==> src/rtl/stack_shift_ctrl.sv <==
// stack_shift_ctrl
//   Sequencer for a bit-serial stack held in an external WIDTH*DEPTH-bit
//   shift register whose low WIDTH bits are the top of stack.
//   PUSH shifts a word in MSB first toward the register MSB. POP shifts the
//   register toward the LSB and rebuilds the top word from sr_lsb, LSB first.
//   CLEAR pulses the register's synchronous clear.
//
// Ports
//   clk, rst_n             clock, async active-low reset
//   cmd_valid/ready        command handshake; cmd_op 00 PUSH 01 POP 10 CLEAR
//   cmd_op, cmd_data       operation and word to push
//   rsp_valid              one-cycle completion strobe
//   rsp_data               last successfully popped word
//   rsp_err                error flag, qualified by rsp_valid
//   sr_d/en/dir/clr        shift register controls (dir 0 = toward MSB)
//   sr_lsb                 shift register bit 0
//   depth, full, empty     occupancy
module stack_shift_ctrl #(
  parameter int WIDTH = 8,
  parameter int DEPTH = 4,
  localparam int DW   = $clog2(DEPTH + 1),
  localparam int CW   = (WIDTH > 1) ? $clog2(WIDTH) : 1
) (
  input  logic             clk,
  input  logic             rst_n,
  input  logic             cmd_valid,
  output logic             cmd_ready,
  input  logic [1:0]       cmd_op,
  input  logic [WIDTH-1:0] cmd_data,
  output logic             rsp_valid,
  output logic [WIDTH-1:0] rsp_data,
  output logic             rsp_err,
  output logic             sr_d,
  output logic             sr_en,
  output logic             sr_dir,
  output logic             sr_clr,
  input  logic             sr_lsb,
  output logic [DW-1:0]    depth,
  output logic             full,
  output logic             empty
);

  typedef enum logic [1:0] {
    OP_PUSH = 2'b00,
    OP_POP  = 2'b01,
    OP_CLR  = 2'b10,
    OP_RSV  = 2'b11
  } op_t;

  typedef enum logic [1:0] {
    IDLE  = 2'b00,
    SHIFT = 2'b01,
    CLR   = 2'b10,
    DONE  = 2'b11
  } state_t;

  state_t           state, nxt;
  logic [1:0]       op_q;
  logic [WIDTH-1:0] word_q;
  logic [WIDTH-1:0] buf_q;
  logic [CW-1:0]    cnt;
  logic             err_q;
  logic             accept;
  logic             bad;
  logic [WIDTH-1:0] buf_nxt;

  assign full    = (depth == DW'(DEPTH));
  assign empty   = (depth == '0);
  assign accept  = cmd_valid && cmd_ready;
  assign buf_nxt = {sr_lsb, buf_q[WIDTH-1:1]};

  // Rejected commands go straight to DONE and never touch the register.
  assign bad = ((cmd_op == OP_PUSH) && full)  ||
               ((cmd_op == OP_POP)  && empty) ||
               (cmd_op == OP_RSV);

  always_comb begin
    nxt = state;
    case (state)
      IDLE: begin
        if (cmd_valid) begin
          if (bad)                 nxt = DONE;
          else if (cmd_op == OP_CLR) nxt = CLR;
          else                     nxt = SHIFT;
        end
      end
      SHIFT: if (cnt == '0) nxt = DONE;
      CLR:   nxt = DONE;
      DONE:  nxt = IDLE;
      default: nxt = IDLE;
    endcase
  end

  // Outputs decode straight from state so an async reset drops them at once.
  always_comb begin
    cmd_ready = (state == IDLE);
    sr_en     = (state == SHIFT);
    sr_dir    = (state == SHIFT) && (op_q == OP_POP);
    sr_d      = (state == SHIFT) && (op_q == OP_PUSH) && word_q[cnt];
    sr_clr    = (state == CLR);
    rsp_valid = (state == DONE);
    rsp_err   = (state == DONE) && err_q;
  end

  always_ff @(posedge clk or negedge rst_n) begin
    if (!rst_n) state <= IDLE;
    else        state <= nxt;
  end

  always_ff @(posedge clk or negedge rst_n) begin
    if (!rst_n) begin
      op_q     <= '0;
      word_q   <= '0;
      buf_q    <= '0;
      cnt      <= '0;
      err_q    <= 1'b0;
      depth    <= '0;
      rsp_data <= '0;
    end else begin
      case (state)
        IDLE: if (accept) begin
          op_q   <= cmd_op;
          word_q <= cmd_data;
          err_q  <= bad;
          cnt    <= CW'(WIDTH - 1);
          buf_q  <= '0;
        end
        SHIFT: begin
          if (op_q == OP_POP) buf_q <= buf_nxt;
          if (cnt != '0) begin
            cnt <= cnt - 1'b1;
          end else begin
            // Commit on the last shift so depth and rsp_data are already
            // current while rsp_valid is high.
            if (op_q == OP_POP) begin
              rsp_data <= buf_nxt;
              depth    <= depth - 1'b1;
            end else begin
              depth    <= depth + 1'b1;
            end
          end
        end
        CLR: depth <= '0;
        default: ;
      endcase
    end
  end

endmodule

==> config.mk <==
export PLATFORM = sky130hd
export DESIGN_NAME = stack_shift_ctrl
export DESIGN_NICKNAME = d
export VERILOG_FILES = /design/src/rtl/stack_shift_ctrl.sv
export SDC_FILE = /design/constraint.sdc
export NUM_CORES = 1
export LEC_CHECK = 0
export CORE_UTILIZATION = 40
export CTS_CLUSTER_DIAMETER = 80
export DETAILED_ROUTE_END_ITERATION = 10
export SYNTH_ARGS = -nofsm -noshare
export SYNTH_HDL_FRONTEND = slang
export SYNTH_SLANG_ARGS = --single-unit
==> constraint.sdc <==
create_clock -name clk -period 4.15 [get_ports clk]
set_clock_uncertainty 0.1 [all_clocks]
set_input_delay 0.83 -clock clk [delete_from_list [all_inputs] [get_ports clk]]
set_output_delay 0.83 -clock clk [all_outputs]
set_load 0.02 [all_outputs]
# Word-level counts from Yosys, hierarchy flattened
# Index checks and enable logic that the tools add are counted.
dict set report totals {
  ramBits 0
  romBits 0
  mem_count 0
  reg_bits 35
  elab_cells 66
  latchBits 0
  out_inout_bits 20
}
dict set report classes {
  n_reduce_logical 23
  addsub 3
  n_mux 16
  n_eq_ne 14
  order_cmp 1
  bitwise_logic 1
  n_shift 0
  n_mul 0
  n_div 0
}
# cell count
set op_table {}
lappend op_table {{8-bit two-way mux} 2}
lappend op_table {{8-bit case mux with 2 select lines} 1}
lappend op_table {{3-bit two-way mux} 4}
lappend op_table {{3-bit case mux with 2 select lines} 2}
lappend op_table {{3-bit AND reduction} 3}
lappend op_table {{2-bit == test (second input constant)} 4}
lappend op_table {{2-bit two-way mux} 4}
lappend op_table {{2-bit by 1-bit inequality test with 1-bit output (second input constant)} 4}
lappend op_table {{2-bit case mux with 4 select lines} 1}
lappend op_table {{1-bit logical AND} 7}
lappend op_table {{2-bit by 1-bit == test with 1-bit output (second input constant)} 3}
lappend op_table {{2-bit zero test} 3}
lappend op_table {{3-bit zero test} 2}
lappend op_table {{2-bit AND reduction} 3}
lappend op_table {{3-bit by 1-bit subtractor with 3-bit output (second input constant)} 2}
lappend op_table {{3-bit by 4-bit less-than comparator with 1-bit output (second input constant)} 1}
lappend op_table {{2-bit inequality test (second input constant)} 2}
lappend op_table {{2-bit nonzero test} 2}
lappend op_table {{3-bit by 1-bit adder with 3-bit output (second input constant)} 1}
lappend op_table {{1-bit binary-select mux with 3-bit select} 1}
lappend op_table {{3-bit == test (second input constant)} 1}
lappend op_table {{3-bit nonzero test} 1}
lappend op_table {{1-bit logical OR} 2}
lappend op_table {{1-bit two-way mux} 1}
lappend op_table {{1-bit inverter} 1}

# Logic depth before layout (Yosys ltp)
dict set report logic_depth {
  ltp_word 7
  mapped_depth 8
}

# Worst setup path after synthesis
# No wires, ideal clock.
dict set report synth_timing {
  path_kind {reg2out}
  start {register state[1]}
  end {output sr_d}
  stages_incl_launch_ff 7
  path_buffers 1
  arrival_ns 1.483
  setup_slack_ns 1.737
  path_cell_list {dfrtp_1 -> inv_1 -> ha_1 -> buf_6 -> nor3b_1 -> o31a_1 -> and3_1}
}
dict set report synth_via {
  elab_chain_len 3
}
# element line
set synth_lines {}
lappend synth_lines {{from (decl)} 57} ;# state_t state, nxt;
lappend synth_lines {{from (signal assigned)} 107} ;# else state <= nxt;
lappend synth_lines {{2-bit by 1-bit == test with 1-bit output} --}
lappend synth_lines {{named net sr_en} 34} ;# output logic sr_en,
lappend synth_lines {{1-bit logical AND (2 in series)} 99} ;# sr_d = (state == SHIFT) && (op_q == OP_PUSH) && word_q[cnt];
lappend synth_lines {{to (decl)} 33} ;# output logic sr_d,
# The timed path passes the listed nets, and every way through them passes these cells.

# Worst setup path after layout
dict set report layout_timing {
  start {register cnt[0]}
  end {output sr_d}
}
dict set report layout_via {
  elab_chain_len 3
}
# element line
set layout_lines {}
lappend layout_lines {{from (decl)} 61} ;# logic [CW-1:0] cnt;
lappend layout_lines {{from (signal assigned)} 125} ;# cnt <= CW'(WIDTH - 1);
lappend layout_lines {{from (signal assigned)} 131} ;# cnt <= cnt - 1'b1;
lappend layout_lines {{1-bit binary-select mux with 3-bit select} 99}
lappend layout_lines {{1-bit two-way mux (implied by the code)} 99}
lappend layout_lines {{1-bit logical AND} 99}
# No other way between the ends. The select of a mux whose other input is x is not followed.

==> metrics <==
status=complete, but fails checks; failing checks=design-rule violations; I/O pins=34; CP Data Arrival Time=2140 ps; Die Height=70.5 um; reg2reg start=state[0]; clock tree buffer depth=2; met2 usage=27.9%; CP bufs+invs=1; htree depth=2; Synth Instances=169; Area contributors post-synth=dfrtp_1 (45%), mux2_4 (7.2%), ha_1 (4.0%), nand2_1 (3.6%), mux2_1 (3.0%); Reg2Reg Depth=5; Clk Latency, worst-skew pair=290 ps; final setup fails=0; CTS resizes=0; ANT cells=0; hold buffer count at CTS=0; Initial Util=42.2%; routability congestion estimate=0.790; final slew viol count=0; CP Max Fanout=11; Sum Neg Setup Slack=0 ps; synth unique cells=46; Pleak=1.01 nW; crit start category=register; final WL=3.72 mm; EDFF count, synth=0; highest-count cells in the layout ignoring fill and taps=dfrtp_1 (34), clkdlybuf4s50_1 (33), nand2_1 (18); power density over the cells=664 nW/um^2; share of cells above drive strength 1=16.9%; Slew headroom=65.9%; met1 usage=19.0%; hold_sp=word_q[0]; top-area cell type share of the netlist area=45.4%; RSZ-0062 raised after global routing=no; Seq/Total Area, Yosys=45.4%; crit path kind=register to output port; Hold WC Path Type=register to register; async set-reset flop share out of synthesis=100%; initial antenna violation count=0; core outline area=4440 um^2; post-DR vias/cell=5.38; CP top delay family=flip-flops; required time of the critical path=3220 ps; critical-path cell list=mux2_4 > o31a_1 > and3_1 > clkdlybuf4s50_1; syn_nets=190; DR WL/cell=14.7 um; GR peak layer=met2; nets@finish=222; First-pass DRT Iterations=7; Routed Antenna Nets=0; Post-DP Area=2210 um^2; cell row count=24; Worst path depth=4; largest net degree at the start of global routing=35; Max VDD drop=0.000317 V; first-pass GRT wire length=6.27 mm; WHS Path Cells=1; register bit count reported by yosys=34; Synth Area per Inst=11.1 um^2; Crit. End Element=output port; fmax=0.325 GHz; commonest non-fill, non-tap cell in the layout=dfrtp_1; GRT Overall Usage=16.4%; die area=4970 um^2; cell area after layout=2290 um^2; Die Wd=70.5 um; Iter 0 DRT Violations=40; period utilisation layout=74.1%; met3 usage=5.48%; Hold Vio Cnt, Final=0; number of port buffers=33; synthesized cell area=1880 um^2; area grow syn2layout=21.9%; vias=1,362; total global routing overflow=0; DRC=2; Min Clock Period, post-route=3070 ps; post-CTS setup buffers=0; ys flop type=dfrtp_1; via count of the first global-routing pass=1,382; CTS tree=yes; worst slew pin tran=510 ps; DP HPWL=2.62 mm; number of buffers created by CTS=5; area leader, netlist=dfrtp_1; clk sink count=34; CP max-delay cell=dfrtp_1; origin of the worst setup path=cnt[0]; worst stage delay on the critical path=560 ps; Clock transition at path regs=70 ps; Max Cap Viol=0; Warnings, synthesis=0; CTS Root Buffer Type=clkbuf_8
## through the flow
stage               utilization (%)  total power [mW]  cells  setup slack (ps)  hold slack [ps]
finish                         51.4              1.52    253              1080              390
global route                   51.4              1.63    253               991              417
CTS                            51.4              1.53    253              1070              397
detailed placement             49.7              1.30    246              1390              379
global placement               49.7              1.27    246              1450              376
floorplan                         -              1.10    169              1740              355
## cells in the mapped netlist, types with 3 or more instances
library cell and number:
o21ai_0 5, buf_2 3, mux2_1 5, inv_1 6, nor2b_1 3, o21ai_1 6
dfrtp_1 34, mux2i_1 3, buf_6 4, nand2_1 18, nor3_1 4, mux2_2 5
nor2_1 9, a21oi_1 8, nand3_1 7, ha_1 6, mux2_4 9
## layer usage
layer / routed length [um] / part of all wire (%) / vias to the layer above
met2: 1860 / 50 / 31
met4: 17 / 0.46 / 0
met3: 179 / 4.8 / 2
met5: 0 / 0 / -
met1: 1660 / 45 / 675
li1: - / - / 654
## final timing paths
path	to	slack [ps]
min reg2reg	word_q[0]	390
max	sr_d	1080
max in group asynchronous	word_q[7]	2780
min in group asynchronous	op_q[1]	860
min	word_q[0]	390
max reg2reg	state[1]	2010
## cell families (layout without fill, tap and decap cells)
logic type,Yosys count,count (layout),synth area share [%]
xor gates and xnor gates,2,2,0.934
AOI/OAI and AO/OA,33,33,12.2
DFF,34,34,45.4
adders and majority gates,7,7,5.07
muxes,22,22,14.8
buffers and inverters,16,48,5.40
and+or+nand+nor,55,55,16.2
## registers in the layout, summed over array words and instances, names as in the netlist
register and count:
err_q 1, rsp_data 8, buf_q 7, cnt 3, op_q 2, word_q 8
depth 3, state 2
## cell type report
cell class / instances / area, um^2
Clock buffer: 5 / 68.8
Clock inverter: 2 / 10.0
Fill cell: 430 / 2160
Inverter: 6 / 22.5
Multi-Input combinational cell: 119 / 923
Sequential cell: 34 / 851
Tap cell: 52 / 65.1
Timing Repair Buffer: 35 / 345
## report_power, final
group	switching (mW)	internal, mW
combinational	0.379	0.357
clock	0.120	0.113
sequential	0.116	0.435
Note: power is estimated with default switching activity, not from simulation.
